### src/rtl/ohfsm_seq.sv
`default_nettype none
// ============================================================================
//  Module      : ohfsm_seq
//  Description : Parametrised one-hot state sequencer. It walks N one-hot
//                states up or down, holding each state for dwell+1 enabled
//                cycles. It supports enable/hold and a synchronous jump
//                (load). When the state register is not a legal one-hot
//                state, the sequencer returns to s0 and raises a sticky error.
//  Ports       : clk       - rising-edge clock
//                rst_n     - asynchronous active-low reset
//                en        - advance enable (low = freeze state and count)
//                dir       - 0 = up (s0->s1->...), 1 = down
//                dwell     - cycles per state minus one, sampled every cycle
//                load      - synchronous jump request
//                load_idx  - jump target index (>= N jumps to s0, sets err)
//                err_clr   - clears the sticky error flag
//                state_oh  - one-hot state vector (bit i = state si)
//                idx       - binary index of the current state
//                step      - one-cycle pulse on each advance-driven change
//                wrap      - one-cycle pulse when an advance crosses the ring
//                err       - sticky error flag
//  Revision    : 1.0 - initial release
// ============================================================================
module ohfsm_seq #(
  parameter int N    = 4,
  parameter int IDXW = $clog2(N),
  parameter int DW   = 8
) (
  input  logic            clk,
  input  logic            rst_n,
  input  logic            en,
  input  logic            dir,
  input  logic [DW-1:0]   dwell,
  input  logic            load,
  input  logic [IDXW-1:0] load_idx,
  input  logic            err_clr,
  output logic [N-1:0]    state_oh,
  output logic [IDXW-1:0] idx,
  output logic            step,
  output logic            wrap,
  output logic            err
);

  localparam logic [IDXW:0]   C_N    = (IDXW+1)'(N);
  localparam logic [IDXW-1:0] C_LAST = IDXW'(N-1);
  localparam logic [N-1:0]    C_ONE  = N'(1);

  logic [N-1:0]    r_state_oh;
  logic [IDXW-1:0] r_idx;
  logic [DW-1:0]   r_cnt;
  logic            r_step;
  logic            r_wrap;
  logic            r_err;

  logic [N-1:0]    w_nxt_state;
  logic [IDXW-1:0] w_nxt_idx;
  logic [DW-1:0]   w_nxt_cnt;
  logic            w_nxt_step;
  logic            w_nxt_wrap;
  logic            w_nxt_err;
  logic            w_err_set;
  logic [N-1:0]    w_idx_oh;
  logic            w_legal;

  // The state is legal only when the one-hot vector is exactly the decode of
  // idx. The nonzero test also rejects idx >= N, whose decode shifts out to 0.
  assign w_idx_oh = C_ONE << r_idx;
  assign w_legal  = (r_state_oh == w_idx_oh) && (|r_state_oh);

  always_comb begin
    w_nxt_state = r_state_oh;
    w_nxt_idx   = r_idx;
    w_nxt_cnt   = r_cnt;
    w_nxt_step  = 1'b0;
    w_nxt_wrap  = 1'b0;
    w_err_set   = 1'b0;

    if (load) begin
      w_nxt_cnt = '0;
      if ({1'b0, load_idx} < C_N) begin
        w_nxt_state = C_ONE << load_idx;
        w_nxt_idx   = load_idx;
      end else begin
        w_nxt_state = C_ONE;
        w_nxt_idx   = '0;
        w_err_set   = 1'b1;
      end
    end else if (!w_legal) begin
      w_nxt_state = C_ONE;
      w_nxt_idx   = '0;
      w_nxt_cnt   = '0;
      w_err_set   = 1'b1;
    end else if (en) begin
      // >= rather than == so that lowering dwell mid-state takes effect at once
      if (r_cnt >= dwell) begin
        w_nxt_cnt  = '0;
        w_nxt_step = 1'b1;
        if (!dir) begin
          w_nxt_state = {r_state_oh[N-2:0], r_state_oh[N-1]};
          if (r_idx == C_LAST) begin
            w_nxt_idx  = '0;
            w_nxt_wrap = 1'b1;
          end else begin
            w_nxt_idx = r_idx + 1'b1;
          end
        end else begin
          w_nxt_state = {r_state_oh[0], r_state_oh[N-1:1]};
          if (r_idx == '0) begin
            w_nxt_idx  = C_LAST;
            w_nxt_wrap = 1'b1;
          end else begin
            w_nxt_idx = r_idx - 1'b1;
          end
        end
      end else begin
        w_nxt_cnt = r_cnt + 1'b1;
      end
    end

    // A set in the same cycle as a clear wins.
    w_nxt_err = w_err_set | (r_err & ~err_clr);
  end

  always_ff @(posedge clk or negedge rst_n) begin
    if (!rst_n) begin
      r_state_oh <= C_ONE;
      r_idx      <= '0;
      r_cnt      <= '0;
      r_step     <= 1'b0;
      r_wrap     <= 1'b0;
      r_err      <= 1'b0;
    end else begin
      r_state_oh <= w_nxt_state;
      r_idx      <= w_nxt_idx;
      r_cnt      <= w_nxt_cnt;
      r_step     <= w_nxt_step;
      r_wrap     <= w_nxt_wrap;
      r_err      <= w_nxt_err;
    end
  end

  assign state_oh = r_state_oh;
  assign idx      = r_idx;
  assign step     = r_step;
  assign wrap     = r_wrap;
  assign err      = r_err;

endmodule
`default_nettype wire

### config.mk
export PLATFORM = sky130hd
export DESIGN_NAME = ohfsm_seq
export DESIGN_NICKNAME = d
export VERILOG_FILES = /design/src/rtl/ohfsm_seq.sv
export SDC_FILE = /design/constraint.sdc
export NUM_CORES = 1
export LEC_CHECK = 0
export BUFFER_PORTS_ARGS = -buffer_cell sky130_fd_sc_hd__buf_2
export CAP_MARGIN = 10
export CORE_AREA = 2 2 50 52
export DETAILED_ROUTE_END_ITERATION = 7
export DIE_AREA = 0 0 52 54
export PLACE_DENSITY_LB_ADDON = 0.25
export SLEW_MARGIN = 40
export SYNTH_ARGS = -nofsm -noshare
export SYNTH_HDL_FRONTEND = slang
export SYNTH_SLANG_ARGS = --single-unit
export TNS_END_PERCENT = 100
### constraint.sdc
create_clock -name clk -period 5.55 [get_ports clk]
set_input_delay 1.11 -clock clk [delete_from_list [all_inputs] [get_ports clk]]
set_output_delay 1.11 -clock clk [all_outputs]
set_load 0.1 [all_outputs]
# After elaboration in Yosys (flattened, before gate mapping)
# Index checks and enable logic that the tools add are counted.
# op_classes
reduce_logical	4
magnitude_cmp	1
bitwise_logic	3
n_addsub	3
shift	2
mux	29
n_eq_ne	4
# ops
operator	count
2-to-1 mux 8 bit	4
2-to-1 mux 4 bit	5
2-to-1 mux 2 bit	7
2-to-1 mux 1 bit	13
adder 8 x 1 -> 8 bit, second input constant	1
greater-or-equal comparator 8 bit	1
<< shifter 1 x 2 -> 4 bit, first input constant	2
== test 4 bit	1
OR reduction 4 bit	1
inequality test 3 x 2 -> 1 bit, second input constant	1
inequality test 3 bit, second input constant	1
adder 2 x 1 -> 2 bit, second input constant	1
== test 2 bit, second input constant	1
logical NOT 2 bit	1
AND reduction 2 bit	1
subtractor 2 x 1 -> 2 bit, second input constant	1
AND 1 bit	1
logical AND 1 bit	1
inverter 1 bit	1
bitwise OR 1 bit	1
# word_totals
input_bits	16
ff_bits	17

# Longest topological paths before layout
# logic_depth
depth_word	7
mapped_depth	8

# Least setup slack after synthesis
# No wires, ideal clock.
# synth_timing
path_type	register to register
start	register r_idx[0] (netlist: idx[0])
end	register r_state_oh[2] (netlist: state_oh[2])
t_arrival_ns	2.591
stages_incl_launch_ff	9
synth_period_minus_slack_ns	2.662
setup_slack_ns	2.888
cell_sequence	dfrtp_1 > inv_1 > ha_1 > xnor2_2 > nand3_2 > or4_4 > buf_6 > o22ai_2 > mux2_1
# synth_between
elab_chain_cells	5
word_cells_on_any_way	8
classes_between	3 x eq/ne; 1 x shift; 2 x mux; 2 x reduce/logical
# synth_lines
element	line	rtl
start: declaration	49	logic [IDXW-1:0] r_idx;
start signal: assignment	134	r_idx <= w_nxt_idx;
<< shifter 1 x 2 -> 4 bit *	67	assign w_idx_oh = C_ONE << r_idx;
== test 4 bit *	68	assign w_legal = (r_state_oh == w_idx_oh) && (|r_state_oh);
logical AND 1 bit *	68	
inequality test 3 x 2 -> 1 bit (no line), or another cell as far along	-	
AND reduction 2 bit (no line) / 2-to-1 mux 4 bit (equally long branches)	-	
end signal: assignment	133	r_state_oh <= w_nxt_state;
end: declaration	48	logic [N-1:0] r_state_oh;
# Every way passes the cells marked *; elsewhere a longest branch is shown, timed or not.
# A chain may end at the register's enable or synchronous reset.

# Worst setup path after layout
# layout_timing
start	input port dwell[0]
end	register r_state_oh[1] (netlist: state_oh[1])
# layout_between
elab_chain_cells	3
# layout_lines
element	line	rtl
start: declaration	33	input logic [DW-1:0] dwell,
greater-or-equal comparator 8 bit	95	if (r_cnt >= dwell) begin
inequality test 3 x 2 -> 1 bit (no line)	-	
AND reduction 2 bit (no line)	-	
# No other way between the ends.

==> results.txt <==
----------------------------------------------------
[Floorplanning]
  Die Span X ... around 52 um
  Vert. Die Dim ... about 54 um
  Floorplan die area ... 2810 um2
  Number of placement rows ... 18
  Starting Density ... 0.535
  I/O pin cnt ... 25
  Std-Cell Core Area ... 2320 um2

[Global route]
  Gr ovfl total ... 0
  Via count of the first global-routing pass ... 1,061
  Pin count of the biggest net entering global routing ... 18
  GRT Util Overall ... 0.205
  Antenna violations before repair ... 0
  Global-route wire length before repair ... approximately 4300 um

[Yosys]
  Top flip-flop cell by instance count after synthesis ... dfrtp_1
  Ranking of synthesized cells by instance count ... dfrtp_1, ha_1, inv_1, nand3_1, nand2_1
  Fraction of the yosys area taken by sequential cells ... 0.344
  Total standard cell area after synthesis ... roughly 1200 um2
  Post-synthesis register bit count ... 17
  Post-Synthesis Mean Instance Area ... 9.70 um2
  Number of unique standard cell types used by synthesis ... 40
  Number of enable-type register cells in the synthesized netlist ... 0
  Share of the synthesized area in the top cell type ... 0.323
  Most common cell in the netlist ... dfrtp_1
  Cell types with the largest area share after synthesis ... dfrtp_1, ha_1, nand3_1
  Cell taking the most area after synthesis ... dfrtp_1
  Number of instances in the synthesized netlist ... about 130
  Fraction of registers with async set/reset ... 1.00
  Number of nets in the synthesized netlist ... 157
  Number of synthesis warnings ... 0

[Final layout]
  Net count of the finished layout ... approximately 180
  Share of post-route cells with drive strength above 1 ... 0.270
  Antenna fix cells ... 0
  Number of filler cells placed in the layout ... between 200 and 250
  Post-synthesis to final-layout area growth ... 13.0%

[Drt]
  Avg Vias per Cell ... roughly 5.6
  Number of search-and-repair iterations in the first detailed-routing pass ... 4
  Initial drt markers ... 14
  Sum of routed wire length over all layers ... 2570 um
  Drt drc ... 0
  Antenna violation net count after detailed routing ... 0
  Total number of vias ... between 1,000 and 1,500
  Routed WL per cell ... ~14 um

[Clock tree]
  Library cell used as clock root buffer ... clkbuf_4
  Maximum root-to-sink buffer count ... 2
  Post CTS Setup Buffer Count ... 0
  Sink count of the clock tree ... 17
  CTS tree ... done
  Hold-fix buffers at CTS ... 0
  Number of buffers inserted during clock tree synthesis ... 3
  H-tree depth ... 1
  Quantity of gates resized following cts ... 0
  Later-pin clock latency in the skew report ... 0.29 ns
  Clock transition time at the flip-flop clock pins of the worst setup and hold paths ... 0.10 ns

[Job]
  Max capacitance violation total ... 0

[Worst setup path]
  Startpoint of the worst setup timing path ... dwell[0]
  Worst setup SP type ... input port
  Path type of the worst setup path ... input port to flip-flop
  Critical path endpoint category ... flip-flop
  Biggest fanout along the worst timing path ... 12
  Arrival @ worst endpoint ... 3.07 ns
  WP data required ... 5.73 ns
  RR Startpoint ... r_cnt[0]$_DFFE_PN0P_

[Timing]
  Hold Vio Cnt, Final ... 0
  Worst relative slew slack ... 0.653
  Number of max-slew violations in the final report ... 0
  Endpoints failing setup ... 0
  Final worst path period share ... 0.521
  Unrepaired setup endpoints after global routing ... no
  Setup clock skew after layout ... 0.00396 ns
  Clock period minus worst slack ... about 2.9 ns
  Highest achievable clock rate ... ~350 MHz
  Worst Slack Setup Final ... 2.66 ns
  Worst-margin pin slew ... ~0.52 ns
  Sum of negative setup slack ... 0 ns

[Power and ir drop]
  Leakage power total ... around 0.67 nW
  Total Power ... a little under 0.0006 W
  Pwr Density ... a little over 400 nW/um2
  Worst supply voltage drop on vdd ... between 200 and 300 uV
  Relative contribution of sequential cells to total power ... 0.303
  Sw Ratio ... 0.537
  Part of the power in the clock network ... 0.113
  Switch Pwr ... approximately 0.00031 W
  Cell-internal power ... approximately 0.00027 W
  Combinational share of power ... 0.585

[Placement]
  Number of buffers inserted by port buffering ... 24
  Routability congestion estimate ... around 0.8
  DPL Wire Length ... between 2000 and 2500 um
  Post-Place Setup Slack ... approximately 2.4 ns

[Status]
  Run status ... finished, final reports clean

[Worst hold path]
  Type of the worst min-delay path ... flip-flop to flip-flop
  Hold path startpoint ... err$_DFF_PN0_

----------------------------------------------------
state kept, by name, summed over array words and instances (netlist names):
name and cells:
idx 2, step 1, err 1, r_cnt 8, state_oh 4, wrap 1
through the flow:
step | cells | cell area (um2) | hold slack (ns) | utilization
6_report | 182 | 1400 | 0.541 | 0.605
5_1_grt | 182 | 1400 | 0.580 | 0.605
4_1_cts | 182 | 1400 | 0.543 | 0.605
3_5_place_dp | 178 | 1380 | 0.527 | 0.593
3_3_place_gp | 178 | 1380 | 0.524 | 0.593
2_1_floorplan | 128 | 1240 | 0.509 | -
logic make-up after synthesis:
| logic type | after synthesis | synth area share |
|---|---|---|
| compound gates | 25 | 0.146 |
| xor+xnor | 8 | 0.0686 |
| fa+ha+maj | 13 | 0.131 |
| buf+inv | 17 | 0.0585 |
| flops | 17 | 0.344 |
| mux | 8 | 0.0675 |
| simple gates | 40 | 0.184 |
cell usage in the layout (no fill, tap or decap), types with 2 or more instances in the layout:
cell	n
nand2_1	10
inv_1	12
nor2_1	7
o21ai_0	5
o31ai_1	2
clkbuf_4	3
xor2_1	3
a21oi_1	5
ha_1	13
mux2_1	2
nand2b_1	2
buf_2	24
xnor2_1	3
a31oi_1	3
mux2i_1	5
dfrtp_1	16
nand3_1	11
nor3_1	2
xnor2_2	2
o22ai_2	2
per-layer routing:
layer	part of all wire	vias to the layer above	global-route usage	wire [um]
met5	0	-	0	0
met1	0.44	487	0.229	1130
met2	0.52	26	0.399	1350
li1	-	506	-	-
met3	0.028	2	0.0167	73
met4	0.0078	0	0.0789	20
path summary, 6_finish.rpt:
path | endpoint | slack [ns] | cells after the start
worst max-delay path | state_oh[1]$_DFFE_PN0P_ | 2.66 | 7
worst min-delay path | err$_DFF_PN0_ | 0.54 | 2
worst max register to register | state_oh[1]$_DFFE_PN0P_ | 3.11 | 7
worst min register to register | err$_DFF_PN0_ | 0.54 | 2
max in group asynchronous | state_oh[0]$_DFFE_PN1P_ | 4.51 | 1
min in group asynchronous | r_cnt[4]$_DFFE_PN0P_ | 0.72 | 1
worst max-delay path, cell delays in order:
cell      delay, ns
buf_2          0.10
ha_1           0.27
nand2b_1       0.14
a2111o_1       0.42
a21oi_2        0.45
o21ai_2        0.21
mux2_1         0.35
power groups by stage:
| stage | combinational [W] | sequential, W | clock [W] |
|---|---|---|---|
| floorplan | 0.000159 | 0.000306 | 0 |
| global placement | 0.000333 | 0.000177 | 0 |
| detailed placement | 0.000340 | 0.000179 | 0 |
| CTS | 0.000341 | 0.000177 | 0.0000685 |
| global route | 0.000362 | 0.000181 | 0.0000719 |
| finish | 0.000341 | 0.000177 | 0.0000657 |
area by class of cell:
type                       instances  area [um2]  share of cell area
multi-input combinational         94         742               0.529
sequential                        17         427               0.304
tap                               30        37.5              0.0268
inverter                          13        48.8              0.0348
clock buffer                       3        22.5              0.0161
clock inverter                     1        5.00             0.00357
timing repair buffer              24         120              0.0856
Note: power is estimated with default switching activity, not from simulation.
